--- src/rtl/div_unit_pkg.sv ---
// Shared encodings for the iterative divider.
// Op codes, FSM states and op-code decode helpers.
package div_unit_pkg;

   localparam logic [2:0] OP_DIV  = 3'b100;
   localparam logic [2:0] OP_DIVU = 3'b101;
   localparam logic [2:0] OP_REM  = 3'b110;
   localparam logic [2:0] OP_REMU = 3'b111;

   typedef enum logic [1:0] {
      S_IDLE = 2'd0,
      S_CALC = 2'd1,
      S_DONE = 2'd2
   } div_state_e;

   // Signed ops; undefined codes fall back to unsigned divide
   function automatic logic op_signed(input logic [2:0] op);
      return (op == OP_DIV) || (op == OP_REM);
   endfunction

   // Remainder ops; undefined codes fall back to quotient
   function automatic logic op_rem(input logic [2:0] op);
      return (op == OP_REM) || (op == OP_REMU);
   endfunction

endpackage

--- src/rtl/div_unit_step.sv ---
// One restoring shift/compare/subtract iteration.
// Register layout: {remainder, dividend/quotient}.
module div_step #(
   parameter int XLEN = 32
) (
   input  logic [2*XLEN-1:0] i_rq,
   input  logic [XLEN-1:0]   i_div,
   output logic [2*XLEN-1:0] o_rq
);

   logic [2*XLEN:0] w_sh;
   logic [XLEN+1:0] w_diff;

   assign w_sh   = {i_rq, 1'b0};
   // Extra top bit keeps the bit shifted out of the remainder
   assign w_diff = {1'b0, w_sh[2*XLEN:XLEN]} - {2'b00, i_div};

   // Subtract when it fits and set the new quotient bit
   always_comb begin
      o_rq = w_sh[2*XLEN-1:0];
      if (!w_diff[XLEN+1])
         o_rq = {w_diff[XLEN-1:0], w_sh[XLEN-1:1], 1'b1};
   end

endmodule

--- src/rtl/div_unit.sv ---
// Multi-cycle radix-2 restoring divider for DIV/DIVU/REM/REMU.
// Fixed XLEN+1 cycle latency; divide-by-zero and overflow exit early.
module div_unit
   import div_unit_pkg::*;
#(
   parameter int XLEN    = 32,
   parameter int RADDR_W = 5
) (
   input  logic               clk,
   input  logic               rst_n,
   input  logic [XLEN-1:0]    div_data1_i,
   input  logic [XLEN-1:0]    div_data2_i,
   input  logic [2:0]         div_op_code_i,
   input  logic               div_req_i,
   input  logic               div_kill_i,
   input  logic [RADDR_W-1:0] div_reg_wr_addr_i,
   output logic               div_busy_o,
   output logic               div_res_ready_o,
   output logic [XLEN-1:0]    div_res_o,
   output logic [RADDR_W-1:0] div_reg_wr_addr_o
);

   localparam int CW = $clog2(XLEN + 1);
   localparam logic [CW-1:0] LAST = CW'(XLEN);

   div_state_e r_state, w_next;

   logic [CW-1:0]      r_cnt;
   logic [2*XLEN-1:0]  r_rq;
   logic [2*XLEN-1:0]  w_rq_step;
   logic [XLEN-1:0]    r_div, r_a, r_res;
   logic [XLEN-1:0]    w_res, w_a_abs, w_b_abs, w_q, w_r;
   logic [2:0]         r_op;
   logic [RADDR_W-1:0] r_addr;
   logic               r_neg_q, r_neg_r, r_dvz, r_ovf;
   logic               w_sgn, w_accept, w_min, w_fin;

   assign w_sgn    = op_signed(div_op_code_i);
   assign w_accept = (r_state == S_IDLE) && div_req_i && !div_kill_i;
   assign w_min    = div_data1_i == {1'b1, {(XLEN-1){1'b0}}};
   assign w_a_abs  = (w_sgn && div_data1_i[XLEN-1]) ? -div_data1_i
                                                   : div_data1_i;
   assign w_b_abs  = (w_sgn && div_data2_i[XLEN-1]) ? -div_data2_i
                                                   : div_data2_i;
   assign w_q      = r_rq[XLEN-1:0];
   assign w_r      = r_rq[2*XLEN-1:XLEN];

   div_step #(.XLEN(XLEN)) u_step (
      .i_rq  (r_rq),
      .i_div (r_div),
      .o_rq  (w_rq_step)
   );

   // State register
   always_ff @(posedge clk or negedge rst_n) begin
      if (!rst_n) r_state <= S_IDLE;
      else        r_state <= w_next;
   end

   // Next state; w_fin marks the edge that latches the result
   always_comb begin
      w_next = r_state;
      w_fin  = 1'b0;
      case (r_state)
         S_IDLE: if (w_accept) w_next = S_CALC;
         S_CALC: begin
            if (div_kill_i) begin
               w_next = S_IDLE;
            end else if (r_dvz || r_ovf || r_cnt == LAST) begin
               w_next = S_DONE;
               w_fin  = 1'b1;
            end
         end
         S_DONE:  w_next = S_IDLE;
         default: w_next = S_IDLE;
      endcase
   end

   // Final result: early-out constants or sign-fixed magnitudes
   always_comb begin
      w_res = w_q;
      if (r_dvz)
         w_res = op_rem(r_op) ? r_a : {XLEN{1'b1}};
      else if (r_ovf)
         w_res = op_rem(r_op) ? {XLEN{1'b0}} : r_a;
      else if (op_rem(r_op))
         w_res = r_neg_r ? -w_r : w_r;
      else
         w_res = r_neg_q ? -w_q : w_q;
   end

   // Operand capture, iteration and result register
   always_ff @(posedge clk or negedge rst_n) begin
      if (!rst_n) begin
         r_cnt   <= '0;
         r_rq    <= '0;
         r_div   <= '0;
         r_a     <= '0;
         r_res   <= '0;
         r_op    <= '0;
         r_addr  <= '0;
         r_neg_q <= 1'b0;
         r_neg_r <= 1'b0;
         r_dvz   <= 1'b0;
         r_ovf   <= 1'b0;
      end else if (w_accept) begin
         r_cnt   <= '0;
         r_rq    <= {{XLEN{1'b0}}, w_a_abs};
         r_div   <= w_b_abs;
         r_a     <= div_data1_i;
         r_op    <= div_op_code_i;
         r_addr  <= div_reg_wr_addr_i;
         r_neg_q <= w_sgn && (div_data1_i[XLEN-1] ^ div_data2_i[XLEN-1]);
         r_neg_r <= w_sgn && div_data1_i[XLEN-1];
         r_dvz   <= div_data2_i == '0;
         r_ovf   <= w_sgn && w_min && (&div_data2_i);
      end else if (r_state == S_CALC && !div_kill_i) begin
         if (w_fin) begin
            r_res <= w_res;
         end else begin
            r_rq  <= w_rq_step;
            r_cnt <= r_cnt + CW'(1);
         end
      end
   end

   assign div_busy_o        = r_state != S_IDLE;
   assign div_res_ready_o   = (r_state == S_DONE) && !div_kill_i;
   assign div_res_o         = r_res;
   assign div_reg_wr_addr_o = r_addr;

endmodule

--- config.mk ---
export PLATFORM = sky130hd
export DESIGN_NAME = div_unit
export DESIGN_NICKNAME = d
export VERILOG_FILES = /design/src/rtl/div_unit_pkg.sv /design/src/rtl/div_unit_step.sv /design/src/rtl/div_unit.sv
export SDC_FILE = /design/constraint.sdc
export NUM_CORES = 1
export LEC_CHECK = 0
export BUFFER_PORTS_ARGS = -buffer_cell sky130_fd_sc_hd__buf_4
export CAP_MARGIN = 10
export CORE_UTILIZATION = 55
export DETAILED_ROUTE_END_ITERATION = 7
export PLACE_DENSITY = 0.74
export REMOVE_ABC_BUFFERS = 1
export SYNTH_ARGS = -nofsm -noshare
export SYNTH_HDL_FRONTEND = slang
export SYNTH_HIERARCHICAL = 1
export SYNTH_SLANG_ARGS = --single-unit
--- constraint.sdc ---
create_clock -name clk -period 2.9 [get_ports clk]
set_input_delay 0.58 -clock clk [delete_from_list [all_inputs] [get_ports clk]]
set_output_delay 0.58 -clock clk [all_outputs]
set_load 0.01 [all_outputs]
==> results.json <==
{
  "layout_common_cells": "nand2_1 (370), buf_4 (208), dfrtp_1 (179)",
  "avgRoutedWirePerCell_um": 19.5,
  "hp-class": "in2async",
  "clkSlewWorstSetupHoldPaths_ps": 80,
  "period_needed_ps": 2790,
  "drcViolationCount": 0,
  "cp.required_ps": 3280,
  "drive_gt1_frac": 0.160,
  "power.leakage_nw": 7.06,
  "numCtsBuffers": 17,
  "slew_viol_final": 0,
  "drt-pass1-iter-count": 5,
  "cts_hold_buf": 0,
  "max_slew_margin": 0.369,
  "coreArea_um2": 23700,
  "yosysTopAreaCell": "dfrtp_1",
  "min_period_over_period": 0.962,
  "numPortBuffers": 114,
  "place_worst_setup_slack_ps": 98.3,
  "arrival_ps": 3170,
  "htreeDepth": 4,
  "ys.flop_type": "dfrtp_1",
  "placed_cells": 2117,
  "die_h_um": 158,
  "worst_slew_pin_slew_ps": 943,
  "power_density_nw_per_um2": 869,
  "async_flop_share": 1.00,
  "dieArea_um2": 24900,
  "worstSetupEndpointType": "flop",
  "fmax_mhz": 358,
  "startpoint_type": "flop",
  "finalHoldViolCount": 0,
  "yosys.area.top_type_share": 0.335,
  "first_global_vias": 12500,
  "fin_skew_ps": 14.5,
  "drt-initial-drc-count": 1345,
  "cp_max_fo": 5,
  "ys_seq_area_frac": 0.335,
  "grt_max_degree": 89,
  "cts_root_buf": "clkbuf_16",
  "synth_edf_count": 0,
  "crit_type": "reg2reg",
  "layout_setup_ws_ps": 110,
  "grt_usage": 0.347,
  "start_util": 0.565,
  "maxCapViolCount": 0,
  "row_count": 56,
  "vdd_drop_max_mv": 0.512,
  "r2r_end": "r_rq[62]",
  "reg2reg_from": "r_rq[31]",
  "final-setup-viol-count": 0,
  "hpwlAfterDp_um": 30800,
  "syn_avg_cell_area_um2": 7.82,
  "die-width_um": 158,
  "mostFrequentLayoutCell": "nand2_1",
  "fin_cells": 2151,
  "final_util": 0.656,
  "yosysWarnings": 6,
  "top_level_ports": 115,
  "grt-ovfl-total": 0,
  "n_antenna_cell": 0,
  "cts_tree": "yes",
  "num_vias": 13400,
  "worstRegToRegCells": 13,
  "synth_cell_types": 90,
  "place_congestion": 0.978,
  "ys_seq_elements": 179,
  "vias_per_cell": 6.21,
  "r2r_slack_ps": 110,
  "antenna_found_initial": 0,
  "nets": 1935,
  "status": "complete, no violations",
  "clockBufferDepth": 2,
  "syn_inst": 1710,
  "syn_area_um2": 13400,
  "grt_pass1_wl_um": 66800,
  "clkSinkCount": 179,
  "clk_latency_ps": 450,
  "wl_um": 42000,
  "synthTopCellsByArea": "dfrtp_1 (33%), nand2_1 (10%), xnor2_1 (4.6%)",
  "ant_nets": 0,
  "flow.area_growth_from_synthesis_pct": 16.2
}
==> synth_stat cells (27+ instances only) <==
| cell type | n |
|---|---|
| ha_1 | 39 |
| xnor2_1 | 71 |
| buf_4 | 34 |
| nor2_1 | 97 |
| a21oi_1 | 103 |
| nor3_1 | 27 |
| dfrtp_1 | 179 |
| nand2_1 | 371 |
| o31ai_1 | 37 |
| o21ai_1 | 37 |
| clkbuf_1 | 82 |
| nand3_1 | 47 |
| o21ai_0 | 94 |
| inv_1 | 61 |
| xor2_1 | 59 |
==> metrics by stage <==
step                      power, mW  cell area, µm²  hold slack [ps]  TNS (ps)
after global routing           14.4           15500              151     -5.65
after CTS                      13.3           15500              141         0
final                          13.5           15500              115         0
after global placement         10.7           14900              459         0
after floorplan                8.41           12800              284   -350740
after detailed placement       10.8           14900              464         0
==> layer usage <==
layer | wire (µm) | share of wire | up-vias | track usage
met5 | 0 | 0 | - | 0
met4 | 1800 | 0.043 | 0 | 0.155
met3 | 3170 | 0.076 | 110 | 0.0531
met2 | 19700 | 0.47 | 659 | 0.570
met1 | 17300 | 0.41 | 6316 | 0.453
li1 | - | - | 6265 | -
==> worst max path at each step <==
stage	start	to	slack, ps
2_1_floorplan	div_kill_i	r_rq[19]	-4150
3_3_place_gp	div_data1_i[11]	r_rq[30]	130
3_5_place_dp	div_data1_i[11]	r_rq[30]	100
4_1_cts	r_rq[31]	r_rq[62]	110
5_1_grt	r_rq[6]	div_res_o[31]	-6
6_report	r_rq[31]	r_rq[62]	110
==> worst max-delay path: stages, from the launching register on <==
cell	delay [ps]
dfrtp_1	350
inv_1	50
ha_1	200
inv_1	70
fa_1	210
a21o_1	200
a31oi_4	120
nor3_1	370
a31oi_2	220
o21a_2	300
o2111a_1	260
a221oi_1	230
nand2_1	80
nand2_1	60
==> registers in the layout (all words and copies together), names as in the netlist <==
signal and cells:
r_a 32, r_neg_r 1, div_reg_wr_addr_o 5, r_div 32
r_rq 64, r_cnt 6, div_res_o 32, r_state 2
r_dvz 1, r_op 2, r_neg_q 1, r_ovf 1
==> final cells by class <==
class	count	area (µm²)
Fill cell	2163	8150
Tap cell	319	399
Multi-Input combinational cell	1340	8090
Sequential cell	179	4480
Clock buffer	18	439
Timing Repair Buffer	217	1740
Inverter	64	240
Clock inverter	14	155
==> power by group <==
part	total, mW	switching [mW]	internal (mW)
registers	3.61	0.581	3.02
clock network	2.41	1.15	1.26
logic	7.48	4.43	3.05
total	13.5	6.16	7.33
==> repair_timing <==
item / in CTS / in global routing
buffers inserted: 0 / 2
gates resized for setup: 0 / 9
setup endpoints to repair: 0 / 6
==> cells by family (layout without fill, tap and decap cells) <==
family / after synthesis / count (layout) / synth area share
compound gates: 439 / 439 / 0.215
buf+inv: 191 / 313 / 0.0643
simple gates: 717 / 717 / 0.251
mux: 14 / 14 / 0.0114
fa+ha+maj: 40 / 40 / 0.0380
flops: 179 / 179 / 0.335
xor+xnor: 130 / 130 / 0.0851
Power figures use the tool's default switching activity.
